**src/rtl/hdmi_pkg.sv**
```systemverilog
// Shared constants and helpers for the HDMI data-island audio packet path.
package hdmi_pkg;

    localparam logic [7:0]  ECC_POLY      = 8'b1000_0011;
    localparam int unsigned PACKET_PIXELS = 32;
    localparam int unsigned HEADER_BITS   = 24;
    localparam int unsigned SUB_BITS      = 56;
    localparam int unsigned PARITY_BITS   = 8;
    localparam int unsigned SUB_COUNT     = 4;
    localparam int unsigned COUNTER_W     = $clog2(PACKET_PIXELS);

    typedef enum logic [7:0] {
        PKT_ACR             = 8'h01,
        PKT_AUDIO_SAMPLE    = 8'h02,
        PKT_AUDIO_INFOFRAME = 8'h84
    } packet_type_e;

    // One bit of the reflected BCH LFSR.
    function automatic logic [PARITY_BITS-1:0] ecc_step(
        input logic [PARITY_BITS-1:0] ecc,
        input logic                   d,
        input logic [PARITY_BITS-1:0] poly
    );
        return (ecc >> 1) ^ ((ecc[0] ^ d) ? poly : '0);
    endfunction

endpackage

```
**src/rtl/audio_packet_serializer_if.sv**
```systemverilog
// Packet bus between the audio packet generators and the serializer.
interface audio_packet_serializer_if;
    import hdmi_pkg::*;

    logic                   data_island_period;
    logic [HEADER_BITS-1:0] header;
    logic [SUB_BITS-1:0]    sub [SUB_COUNT-1:0];
    logic                   packet_enable;
    logic [8:0]             packet_data;
    logic                   packet_valid;

    modport master (
        output data_island_period, header, sub,
        input  packet_enable, packet_data, packet_valid
    );

    modport slave (
        input  data_island_period, header, sub,
        output packet_enable, packet_data, packet_valid
    );

endinterface

```
**src/rtl/bch_ecc_lfsr.sv**
```systemverilog
// BCH parity LFSR consuming STEPS data bits per enabled cycle, bit 0 first.
module bch_ecc_lfsr
    import hdmi_pkg::*;
#(
    parameter int unsigned STEPS = 1,
    parameter logic [7:0]  POLY  = hdmi_pkg::ECC_POLY
) (
    input  logic                   clk_pixel,
    input  logic                   reset,
    input  logic                   clear,
    input  logic                   enable,
    input  logic [STEPS-1:0]       data,
    output logic [PARITY_BITS-1:0] ecc
);

    logic [PARITY_BITS-1:0] ecc_next;

    // clear with enable steps from zero, so the first bit of a packet ignores stale parity
    always_comb begin
        ecc_next = clear ? '0 : ecc;
        if (enable) begin
            for (int unsigned i = 0; i < STEPS; i++) begin
                ecc_next = ecc_step(ecc_next, data[i], POLY);
            end
        end
    end

    always_ff @(posedge clk_pixel) begin
        if (reset) begin
            ecc <= '0;
        end else begin
            ecc <= ecc_next;
        end
    end

endmodule

```
**src/rtl/audio_packet_serializer.sv**
```systemverilog
// Serializes header + four subpackets with BCH parity into 32 data-island pixels of 9 bits.
module audio_packet_serializer
    import hdmi_pkg::*;
#(
    parameter logic [7:0] ECC_POLY = hdmi_pkg::ECC_POLY
) (
    input  logic               clk_pixel,
    input  logic               reset,
    audio_packet_serializer_if.slave bus
);

    logic [COUNTER_W-1:0]   counter;
    logic [HEADER_BITS-1:0] hdr_sh;
    logic [SUB_BITS-1:0]    sub_sh [SUB_COUNT];
    logic                   first;
    logic                   ecc_clear;
    logic                   hdr_en;
    logic                   sub_en;
    logic                   hdr_bit;
    logic [1:0]             sub_bits [SUB_COUNT];
    logic [PARITY_BITS-1:0] hdr_ecc;
    logic [PARITY_BITS-1:0] sub_ecc [SUB_COUNT];
    logic [8:0]             word;
    logic [8:0]             data_q;
    logic                   valid_q;

    assign first     = (counter == '0);
    assign ecc_clear = !bus.data_island_period || first;
    assign hdr_en    = bus.data_island_period && (counter < COUNTER_W'(HEADER_BITS));
    assign sub_en    = bus.data_island_period && (counter < COUNTER_W'(SUB_BITS / 2));

    assign bus.packet_enable = !reset && bus.data_island_period && first;
    assign bus.packet_data   = data_q;
    assign bus.packet_valid  = valid_q;

    // Index 0 bypasses the shadow registers; they only load on that same edge.
    always_comb begin
        hdr_bit = first ? bus.header[0] : hdr_sh[counter];
        for (int unsigned k = 0; k < SUB_COUNT; k++) begin
            sub_bits[k] = first ? bus.sub[k][1:0]
                                : {sub_sh[k][{counter, 1'b1}], sub_sh[k][{counter, 1'b0}]};
        end
    end

    bch_ecc_lfsr #(.STEPS(1), .POLY(ECC_POLY)) u_hdr_ecc (
        .clk_pixel (clk_pixel),
        .reset     (reset),
        .clear     (ecc_clear),
        .enable    (hdr_en),
        .data      (hdr_bit),
        .ecc       (hdr_ecc)
    );

    for (genvar k = 0; k < SUB_COUNT; k++) begin : g_sub_ecc
        bch_ecc_lfsr #(.STEPS(2), .POLY(ECC_POLY)) u_sub_ecc (
            .clk_pixel (clk_pixel),
            .reset     (reset),
            .clear     (ecc_clear),
            .enable    (sub_en),
            .data      (sub_bits[k]),
            .ecc       (sub_ecc[k])
        );
    end

    always_comb begin
        word    = '0;
        word[0] = hdr_en ? hdr_bit : hdr_ecc[counter[2:0]];
        for (int unsigned k = 0; k < SUB_COUNT; k++) begin
            if (sub_en) begin
                word[1 + k] = sub_bits[k][0];
                word[5 + k] = sub_bits[k][1];
            end else begin
                word[1 + k] = sub_ecc[k][{counter[1:0], 1'b0}];
                word[5 + k] = sub_ecc[k][{counter[1:0], 1'b1}];
            end
        end
    end

    always_ff @(posedge clk_pixel) begin
        if (reset) begin
            counter <= '0;
            hdr_sh  <= '0;
            for (int unsigned k = 0; k < SUB_COUNT; k++) begin
                sub_sh[k] <= '0;
            end
            data_q  <= '0;
            valid_q <= 1'b0;
        end else begin
            valid_q <= bus.data_island_period;
            data_q  <= bus.data_island_period ? word : '0;
            counter <= bus.data_island_period ? counter + 1'b1 : '0;
            if (bus.data_island_period && first) begin
                hdr_sh <= bus.header;
                for (int unsigned k = 0; k < SUB_COUNT; k++) begin
                    sub_sh[k] <= bus.sub[k];
                end
            end
        end
    end

endmodule

```
**src/flat_wrapper.sv**
```systemverilog
// flat-port wrapper written by rule: the top's interface ports become plain ports
module audio_packet_serializer_flat import hdmi_pkg::*;
#(
    parameter logic [7:0] ECC_POLY = hdmi_pkg::ECC_POLY
)
  (clk_pixel, reset, bus_data_island_period, bus_header, bus_sub, bus_packet_enable, bus_packet_data, bus_packet_valid);
  audio_packet_serializer_if bus_i ();
  input  logic clk_pixel;
  input  logic reset;
  input wire logic [$bits(bus_i.data_island_period)-1:0] bus_data_island_period;
  input wire logic [$bits(bus_i.header)-1:0] bus_header;
  input wire logic [$bits(bus_i.sub)-1:0] bus_sub;
  output wire logic [$bits(bus_i.packet_enable)-1:0] bus_packet_enable;
  output wire logic [$bits(bus_i.packet_data)-1:0] bus_packet_data;
  output wire logic [$bits(bus_i.packet_valid)-1:0] bus_packet_valid;
  assign bus_i.data_island_period = bus_data_island_period;
  assign bus_i.header = bus_header;
  assign bus_i.sub = {>>{bus_sub}};
  assign bus_packet_enable = bus_i.packet_enable;
  assign bus_packet_data = bus_i.packet_data;
  assign bus_packet_valid = bus_i.packet_valid;
  audio_packet_serializer #(.ECC_POLY(ECC_POLY)) u_core (.clk_pixel(clk_pixel), .reset(reset), .bus(bus_i));
endmodule
```
**config.mk**
```make
export PLATFORM = sky130hd
export DESIGN_NAME = audio_packet_serializer_flat
export DESIGN_NICKNAME = d
export VERILOG_FILES = /design/src/rtl/hdmi_pkg.sv /design/src/rtl/audio_packet_serializer_if.sv /design/src/rtl/bch_ecc_lfsr.sv /design/src/rtl/audio_packet_serializer.sv /design/src/flat_wrapper.sv
export SDC_FILE = /design/constraint.sdc
export NUM_CORES = 1
export LEC_CHECK = 0
export ABC_AREA = 0
export CORE_MARGIN = 2
export CORE_UTILIZATION = 35
export CTS_CLUSTER_SIZE = 40
export DETAILED_ROUTE_END_ITERATION = 7
export SETUP_SLACK_MARGIN = 0.05
export SLEW_MARGIN = 20
export SYNTH_ARGS = -nofsm -noshare
export SYNTH_HDL_FRONTEND = slang
export SYNTH_HIERARCHICAL = 1
export SYNTH_SLANG_ARGS = --single-unit
```
**constraint.sdc**
```tcl
create_clock -name clk_pixel -period 9.61 [get_ports clk_pixel]
set_input_delay 1.922 -clock clk_pixel [delete_from_list [all_inputs] [get_ports clk_pixel]]
set_output_delay 1.922 -clock clk_pixel [all_outputs]
set_load 0.01 [all_outputs]
```
After elaboration in Yosys (flattened, before gate mapping)

Memories as Yosys holds them, arrays and structs flattened.
Index checks and enable logic that the tools add are counted.
W data, S select, Z words.

Bits in writable memories: 224
Bits of input ports: 251
Register bits: 79
Memory bits (read-only): 0
Word-level logic and storage cells: 130
Output and inout port bits: 11
Latch bits: 0
Memories kept: 1

Memory list:

| memory        | words | width | read ports | clocked after memory_dff | write ports | line                          | source |
|---|---|---|---|---|---|---|---|
| u_core.sub_sh | 4     | 56    | 4          | 0                        | 4           | audio_packet_serializer.sv:14 | `logic [SUB_BITS-1:0] sub_sh [SUB_COUNT];` |

Multiply operators: 0
Multiplexer cells: 78
Shifts and indexed selects: 0
Equal/unequal tests: 0
Divide/modulo/power cells: 0
Bitwise gates (word level): 23
$lt $le $gt $ge: 8
Reductions and logical operators: 10
Add/sub/neg operators: 1

Operators by type and width:

| cell                  | number |
|---|---|
| $mux W56              | 4 |
| $mux W8               | 19 |
| $xor A7 B8 Y8         | 9 |
| $bmux W1 S5           | 9 |
| $mux W1               | 33 |
| $bmux W1 S2           | 8 |
| $lt A6 B7 Y1 const B  | 2 |
| $lt A3 B4 Y1 const B  | 3 |
| $lt A5 B5 Y1 const B  | 2 |
| $xor A1 B1 Y1         | 9 |
| $mux W2               | 4 |
| $lt A5 B6 Y1 const B  | 1 |
| $add A5 B1 Y5 const B | 1 |
| $logic_and A1 B1 Y1   | 5 |
| $logic_not A5 Y1      | 1 |
| $or A1 B1 Y1          | 4 |
| $bmux W1 S3           | 1 |
| $logic_not A1 Y1      | 2 |
| $reduce_or A2 Y1      | 1 |
| $logic_or A1 B1 Y1    | 1 |
| $not A1 Y1            | 1 |

Depth between registers and ports, before layout

Depth after elaboration: 10
Gate-level depth with buffers: 15
Gate-level depth less buffers: 9

By module

Netlist, hierarchy kept.

By module, submodules not included:

| module                                            | cells an instance | seq. area each (um^2) | times used | area an instance (um^2) |
|---|---|---|---|---|
| audio_packet_serializer                           | 829               | 7507.2                | 1          | 12057.8 |
| bch_ecc_lfsr at u_core.g_sub_ecc[0].u_sub_ecc ... | 47                | 160.2                 | 4          | 420.4 |
| bch_ecc_lfsr at u_core.u_hdr_ecc                  | 41                | 160.2                 | 1          | 374.1 |

Least setup slack after synthesis

Ideal clock, no wire load.

Path kind: input port to flip-flop
Start: input port bus_data_island_period
End: memory u_core.sub_sh[0][0], enable pin
Setup slack: 2.439 ns
Data arrival time: 6.597 ns
Cell stages on the path: 3
Buffers on the path: 1
Required time: 9.036 ns
Library setup time: 0.574 ns
Path through: a21oi_1 clkbuf_1 inv_1

RTL lines:

| element            | line                          | source |
|---|---|---|
| start: declaration | flat_wrapper.sv:10            | `input wire logic [$bits(bus_i.data_island_period)-1:0] bus_data_island_period;` |
| end: declaration   | audio_packet_serializer.sv:14 |  |

Worst setup path after layout

Start: input port reset
End: output port bus_packet_enable

Word-level cells in the longest chain between the ends: 3

Ends and longest elaborated chain:

| element                           | line                          | source |
|---|---|---|
| start: declaration                | flat_wrapper.sv:9             | `input logic reset;` |
| $logic_not A1 Y1                  | audio_packet_serializer.sv:32 | `assign bus.packet_enable = !reset && bus.data_island_period && first;` |
| $logic_and A1 B1 Y1 (2 in series) | audio_packet_serializer.sv:32 |  |
| end: declaration                  | flat_wrapper.sv:13            | `output wire logic [$bits(bus_i.packet_enable)-1:0] bus_packet_enable;` |

Every way passes these cells.

==> flow_summary.ini <==
[status]
outcome = finished clean

[global_route]
grt.overflow.total = 0
antenna_found_initial = 3
grt_pass1_vias = 9564
track_usage_pct = 17.07
grt_pass1_wl_um = 54760
grt_max_degree = 142

[timing]
finalHoldViolCount = 0
maxSlewViolCount = 0
rsz0062_at_grt = no
slew_headroom_pct = 26.01
setup_slack_ps = 3546
period_share_pct = 63.10
worst_pin_slew_ps = 1110
setup_viol_count_final = 0
fmax_mhz = 164.9
tns_ps = 0
min_period_ps = 6064
skew_ps = 9.946

[critical_path]
cp_data_required_time_ps = 7690
cp-end-kind = output port
path_class = in -> out
crit_fanout = 39
cp.arrival_ps = 4140
startpoint_type = primary input
ff2ff_path_depth = 10
cp_slowest_cell = clkdlybuf4s50_1
cp_common_cell = clkdlybuf4s50_1
cp_cell_sequence = clkdlybuf4s50_1 -> buf_4 -> nand2b_1 -> nor2_4 -> clkdlybuf4s50_1
crit_path_max_incr_delay_ps = 650

[route]
final_antenna_net_count = 0
first_pass_iters = 5
totalWireLength_um = 36120
remaining_drc_errors = 0
drt_iter0_drc = 684
vias = 9418
avgViaCountPerCell = 5.152
routedWlPerCell_um = 19.76

[finish]
syn2layout_area_growth_pct = 28.38
design_area_mm2 = 0.01812
final_core_util_pct = 45.60
nets = 1528
drive_gt1_share_pct = 12.30

[floorplanning]
core-area_mm2 = 0.03973
ioPinCount = 262
dieArea_mm2 = 0.04195
initial_core_util_pct = 35.52
die_h_um = 204.8
fp-row-count = 73
dieWidth_um = 204.8

[clock_network]
path_clk_slew_ps = 60
root_buffer = clkbuf_16
post_cts_buffers = 0
clkSinkCount = 303
clockBufferDepth = 3
hold_buffers = 0
h-tree-depth = 2
postCtsResizedCells = 0
clock_latency_ps = 510
cts_buffers = 35
cts_tree = done

[placed_design]
pre_cts_ws_ps = 3514
io_buffers = 261
gp_congestion = 0.7579
place_area_mm2 = 0.01699
dp_hpwl_um = 23360

[synthesis]
avgSynthCellArea_um2 = 13.34
syn_inst = 1058
synth.distinct_cells = 48
synth_warnings = 6
async_reset_ff_share_pct = 0
synth_fp_nets = 1311
synth-edff-count = 224
synth_area_mm2 = 0.01411
synth_ff_type = edfxtp_1
ys_seq_elements = 303
synth-seq-area-share_pct = 58.87

[worst_hold_path]
hp-class = reg -> reg
worstHoldPathCells = 1

[power]
ir_worst_vdd_mv = 0.1161
finalPower_w = 0.003167
p_leak_nw = 7.096
power.density_mw_per_mm2 = 174.8

[flow_run]
maxCapViolCount = 0
## synth_stat cells, drive strengths merged (2+ instances only)
| cell | instances | area, um^2 |
|---|---|---|
| a21oi | 43 | 215.2 |
| a21o | 5 | 37.54 |
| o21a | 4 | 30.03 |
| inv | 12 | 45.04 |
| xor2 | 10 | 117.6 |
| nor3b | 6 | 45.04 |
| nand2 | 59 | 221.5 |
| mux2i | 40 | 400.4 |
| ha | 2 | 25.02 |
| nor2 | 23 | 93.84 |
| nand2b | 8 | 50.05 |
| edfxtp | 224 | 6726 |
| and3 | 224 | 1401 |
| nor2b | 5 | 31.28 |
| buf | 44 | 330.3 |
| nand3 | 6 | 30.03 |
| and2 | 2 | 12.51 |
| a211oi | 4 | 50.05 |
| o22ai | 5 | 31.28 |
| xnor2 | 10 | 87.58 |
| nor3 | 25 | 125.1 |
| o21ai | 33 | 180.2 |
| o211ai | 23 | 172.7 |
| clkbuf | 52 | 195.2 |
| dfxtp | 79 | 1582 |
| mux2 | 9 | 101.4 |
| mux4 | 64 | 1441 |
| a22o | 24 | 210.2 |
## routing by layer
layer | wire, um | GRT usage, %
met5 | 0 | 0
met4 | 746 | 4.865
met3 | 1950 | 3.754
met2 | 17060 | 26.83
met1 | 16360 | 23.73
## cells by family after synthesis
kind of cell	after synthesis	share of synthesized area, %
muxes	113	13.77
AOI/OAI and AO/OA	145	6.791
DFF	303	58.87
adders and majority gates	2	0.1773
xor gates and xnor gates	20	1.454
buffers and inverters	109	4.069
and+or+nand+nor	366	14.88
## area by class of cell
class	instances	area, um^2
timing repair buffer	276	2745
antenna	2	5.005
clock inverter	18	110.1
inverter	13	58.81
clock buffer	45	987.2
tap	525	656.9
sequential	303	8317
multi-input combinational	646	5239
fill	3585	21610
## sequential cells by signal, summed over array words and instances, names as in the netlist
register / flops
u_core/counter: 5
u_core/bus.packet_valid: 1
u_core/bus.packet_data: 9
u_core/u_hdr_ecc/ecc: 8
u_core/g_sub_ecc.u_sub_ecc/ecc: 32
u_core/hdr_sh: 24
u_core/sub_sh: 224
## critical path, delay by kind of cell
family | cells | cell delay (ps)
buffers and inverters | 3 | 1310
and+or+nand+nor | 2 | 890
## power by group
group	total [W]	internal (W)	switching (W)	leakage [nW]
clock network	0.00126	0.000751	0.000511	0.539
registers	0.00155	0.00151	0.0000387	3.07
logic	0.000357	0.000195	0.000162	3.48
## metrics by stage
stage          instances  hold slack [ps]
2_1_floorplan       1058            436.9
3_3_place_gp        1762            453.6
3_5_place_dp        1762            451.8
4_1_cts             1825            471.0
5_1_grt             1828            488.7
6_report            1828            465.2
## layout by cell type (no fill, tap or decap), types with 23 or more instances in the layout
cell,n
and3_1,224
mux4_2,64
mux2i_1,40
clkdlybuf4s50_1,261
nor3_1,25
nand2_1,59
o211ai_1,23
edfxtp_1,224
dfxtp_1,76
a21oi_1,42
a22o_1,24
clkbuf_16,38
## final timing paths
check,startpoint,to,slack (ps)
setup / recovery,reset,bus_packet_enable,3550
hold / removal,u_core/hdr_sh[11],u_core/hdr_sh[11],470
setup reg to reg,u_core/counter[0],u_core/g_sub_ecc[3].u_sub_ecc/ecc[1],5170
hold reg to reg,u_core/hdr_sh[11],u_core/hdr_sh[11],470
(Power assumes the default switching activity.)
